**src/rtl/binned_memory_writer.sv**
```systemverilog
// binned_memory_writer: writes binned stubs into one page of a 4x8x16 binned memory and maintains per-bin entry counts; optional drop counter under `BINNED_WRITER_OVF_CNT_EN
module binned_memory_writer #(
  parameter int RAM_WIDTH = 14,
  parameter int NENT_MAX  = 15
) (
  input  logic                 clk,
  input  logic                 rst_n,
  input  logic                 start,
  input  logic [1:0]           page_i,
  input  logic                 stub_valid,
  output logic                 stub_ready,
  input  logic [2:0]           stub_bin,
  input  logic [RAM_WIDTH-1:0] stub_data,
  output logic [8:0]           addra,
  output logic [RAM_WIDTH-1:0] dina,
  output logic                 wea,
  output logic [31:0]          nent_we,
  output logic [127:0]         nent_o,
  output logic [1:0]           cur_page,
  output logic                 ovf,
  output logic [15:0]          ovf_cnt
);
  localparam logic [0:0] IDLE = 1'b0;
  localparam logic [0:0] RUN  = 1'b1;
  localparam logic [3:0] NMAX = 4'(NENT_MAX);
  logic [0:0] state;
  logic [3:0] cnt [8];
  logic [3:0] c;
  logic [4:0] idx;
  logic       acc;
  logic       wr;
  logic       drop;
  assign stub_ready = (state == RUN) & ~start;
  assign acc        = stub_valid & stub_ready;
  assign c          = cnt[stub_bin];
  assign wr         = acc & (c < NMAX);
  assign drop       = acc & ~wr;
  assign idx        = {cur_page, stub_bin};
  // Registered write port, count write port, event state and bin counters
  always_ff @(posedge clk) begin
    if (!rst_n) begin
      state    <= IDLE;
      wea      <= 1'b0;
      addra    <= '0;
      dina     <= '0;
      nent_we  <= '0;
      nent_o   <= '0;
      cur_page <= '0;
      ovf      <= 1'b0;
      cnt      <= '{default: '0};
    end else begin
      wea     <= wr;
      addra   <= wr ? {cur_page, stub_bin, c} : '0;
      dina    <= wr ? stub_data : '0;
      nent_we <= start ? 32'hFF << {page_i, 3'b000} : wr ? 32'd1 << idx : '0;
      nent_o  <= wr ? 128'(c + 4'd1) << {idx, 2'b00} : '0;
      if (start) begin
        state    <= RUN;
        cur_page <= page_i;
        cnt      <= '{default: '0};
        ovf      <= 1'b0;
      end else begin
        if (wr) cnt[stub_bin] <= c + 4'd1;
        if (drop) ovf <= 1'b1;
      end
    end
  end
`ifdef BINNED_WRITER_OVF_CNT_EN
  // Saturating count of dropped stubs since reset
  always_ff @(posedge clk) begin
    if (!rst_n) ovf_cnt <= '0;
    else if (drop && !(&ovf_cnt)) ovf_cnt <= ovf_cnt + 16'd1;
  end
`else
  assign ovf_cnt = '0;
`endif
endmodule

```
**config.mk**
```make
export PLATFORM = sky130hd
export DESIGN_NAME = binned_memory_writer
export DESIGN_NICKNAME = d
export VERILOG_FILES = /design/src/rtl/binned_memory_writer.sv
export SDC_FILE = /design/constraint.sdc
export NUM_CORES = 1
export LEC_CHECK = 0
export BUFFER_PORTS_ARGS = -buffer_cell sky130_fd_sc_hd__buf_2
export CELL_PAD_IN_SITES_DETAIL_PLACEMENT = 1
export CELL_PAD_IN_SITES_GLOBAL_PLACEMENT = 2
export CORE_MARGIN = 2
export CORE_UTILIZATION = 33
export DETAILED_ROUTE_END_ITERATION = 10
export PLACE_DENSITY = 0.84
export RECOVER_POWER = 25
export SLEW_MARGIN = 20
export SYNTH_ARGS = -nofsm -noshare
export SYNTH_HDL_FRONTEND = slang
export SYNTH_SLANG_ARGS = --single-unit
```
**constraint.sdc**
```tcl
create_clock -name clk -period 4.6 [get_ports clk]
set_input_delay 0.46 -clock clk [delete_from_list [all_inputs] [get_ports clk]]
set_output_delay 0.46 -clock clk [all_outputs]
set_load 0.1 [all_outputs]
```
==> metrics.csv <==
metric;value;unit
core box area;0.0220;mm2
placed insts;1165;
Die Area;0.0237;mm2
first-pass GRT wire length;36700;um
initial drt markers;363;
Post-CTS Setup Inserts;0;
number of fill cells;2572;
max-slew violation count;0;
gr usage total;19.8;%
number of flops mapped to enable cells by yosys;0;
Tcrit/Tclk final;68.4;%
mapped cell area;0.00741;mm2
worst hold start;stub_data[12];
largest net degree at the start of global routing;36;
library cells used by synthesis;55;
Chip Width;154;um
initial antenna violation count;0;
Layout area overhead;25.2;%
MaxCap Viol Count;0;
final setup margin;1450;ps
CP Launch Type;input pin;
synth top area cells;dfxtp_1 59%, nor2_1 5.7%, a211oi_2 4.1%;
Vias;5934;
worst reg-to-reg path cell count;10;
slew of the pin with the lowest slew margin;1260;ps
Hold Path Stages;2;
RSZ-0062 raised after global routing;false;
number of diodes;0;
highest clock rate;0.318;GHz
vias per inst;4.92;
Avg Inst Size Synth;10.4;um2
Avg WL per Cell;20.0;um
DR DRC count;0;
Clk Latency, worst-skew pair;520;ps
I/O pin cnt;227;
Fin. Hold Viols;0;
Synth Flop Type;dfxtp_1;
crit path kind;in -> reg;
status;finished, final reports clean;
worst-path fanout max;31;
Max Buffers Root-to-Sink;3;
storage element area;0.00440;mm2
Row Count;54;
critical path data arrival time;3520;ps
Placement Setup Slack;983;ps
CTS tree;built;
area of the multi-input gates;0.00269;mm2
Clock Sinks;220;
setup TNS;0;ps
TritonCTS Buffers;23;
port bufs;210;
Post-CTS Hold Buffers;0;
H-tree levels;1;
ys async rst share;0;%
worst min-delay path class;in -> reg;
initial cell density of the core;33.7;%
Pleak;3.78;nW
Warnings, synthesis;0;
Die Y;154;um
Max VDD drop;0.210;mV
CTS clk-pin slew, worst paths;60;ps
vias in the first global route;6059;
Clock Skew;16.4;ps
Worst EP required;4970;ps
Min Clock Period, post-route;3150;ps
post-layout util;42.3;%
drt total wl;24100;um
final setup fails;0;
Worst Hold Endpoint;dina[12]$_SDFF_PN0_;
layout cells sized above 1;21.5;%
GRT Residual Overflow;0;
GPL Wtd Cong;0.808;
Synth top area share;59.4;%
fin cells;1206;
crit end category;flip-flop;
Final HPWL DP;16500;um
final hold slack;150;ps
FF+latch count, synth;220;
CTS resizes;0;
Reg-to-Reg End;nent_o[121]$_SDFF_PN0_;
CTS Root Cell;clkbuf_16;
Mapped Cells;711;
reg2reg start;cnt[29]$_SDFFE_PP0P_;
pwr dens;447;mW/mm2
register area share after synthesis;59.4;%
R2R Setup Slk;1570;ps
area leader, netlist;dfxtp_1;
DR pass1 iterations;4;
relative slew slack;16.4;%
net count reported at finish;934;
post-route ant nets;0;
-- stage by stage --
step,cell area [um2],power (mW)
floorplan,7470,2.20
global placement,8620,2.25
detailed placement,8620,2.25
CTS,9400,4.18
global route,9280,4.28
finish,9280,4.15
-- per-layer routing --
metal,wire length (um),GRT usage [%],vias to the layer above
met4,756,6.81,0
met2,11500,34.2,178
met3,1070,2.76,44
met5,0,0,-
li1,-,-,2808
met1,10700,25.5,2904
-- kinds of logic (layout without fill, tap and decap cells) --
family	Yosys count	after routing	share of synthesized area, %
flip-flops	220	220	59.4
AO/OA/AOI/OAI	122	122	12.8
other	1	16	0.0506
buffers and inverters	69	269	5.03
adder cells (fa/ha/maj)	1	1	0.169
multiplexers	30	30	5.20
AND/OR/NAND/NOR	268	268	17.3
-- how the worst max path moves through the flow --
stage                      startpoint                endpoint  slack, ps  depth (start not counted)
after floorplan           stub_bin[1]  nent_o[126]$_SDFF_PN0_       1520                         12
after global placement    stub_bin[2]  nent_we[13]$_SDFF_PN0_       1080                         10
after detailed placement  stub_bin[2]  nent_we[13]$_SDFF_PN0_        980                         10
after CTS                 stub_bin[2]   nent_we[8]$_SDFF_PN0_       1510                         10
after global routing      stub_bin[2]   nent_we[8]$_SDFF_PN0_       1190                         10
final                     stub_bin[2]   nent_we[8]$_SDFF_PN0_       1450                         10
-- placed cells by master, fill, tap and decap left out, types with 4 or more instances in the layout --
cell type,instances
dfxtp_1,220
nor2_1,113
buf_2,111
clkbuf_1,104
o21ai_0,50
nand2_1,46
nand3_1,29
a211oi_2,24
clkbuf_16,23
and2_1,20
mux2i_1,19
conb_1,16
buf_4,14
nor2b_1,13
and3_1,11
a41oi_1,10
nand4b_1,9
a211oi_1,8
a21oi_1,8
o2111ai_1,8
nand2b_1,6
nor3_1,5
nand4_1,4
clkinv_2,4
clkbuf_8,4
-- layout make-up --
type                    count  area share (%)
well taps                 280            3.78
clock buffers              32            7.00
clock inverters             9            1.50
repair buffers            224            11.1
multi-input cells         437            29.0
inverters                   4           0.162
flip-flops and latches    220            47.5
-- flip-flops by register name, summed over array words and instances, names as in the netlist, 2 cells and up --
signal,cells
dina,14
nent_o,128
cnt,32
cur_page,2
nent_we,32
addra,9
-- synth_stat cells (2+ instances only) --
cell	n
dfxtp_1	220
nor2_1	113
o21ai_0	50
nand2_1	46
clkbuf_1	31
nand3_1	29
a211oi_2	24
and2_1	20
mux2i_1	19
buf_4	17
nor2b_1	13
and3_1	11
a41oi_1	10
buf_2	10
nand4b_1	9
a211oi_1	8
a21oi_1	8
o2111ai_1	8
nand2b_1	6
buf_6	5
nor3_1	5
nand4_1	4
and3b_1	3
inv_1	3
mux2_2	3
mux4_1	3
buf_1	2
mux2_1	2
o21bai_2	2
o22ai_1	2
-- worst max-delay path: stages --
cell,delay (ps)
buf_2,460
or2_2,250
o22ai_1,80
a221o_1,360
clkinv_1,210
ha_1,330
nand4_1,460
nand2b_1,500
buf_4,280
o21ai_0,100
-- where the power goes --
part / total (mW) / internal [mW] / switching [mW]
Clock: 1.94 / 1.16 / 0.779
Combinational: 0.281 / 0.0393 / 0.242
Sequential: 1.92 / 1.92 / 0.00717
Power figures use the tool's default switching activity.
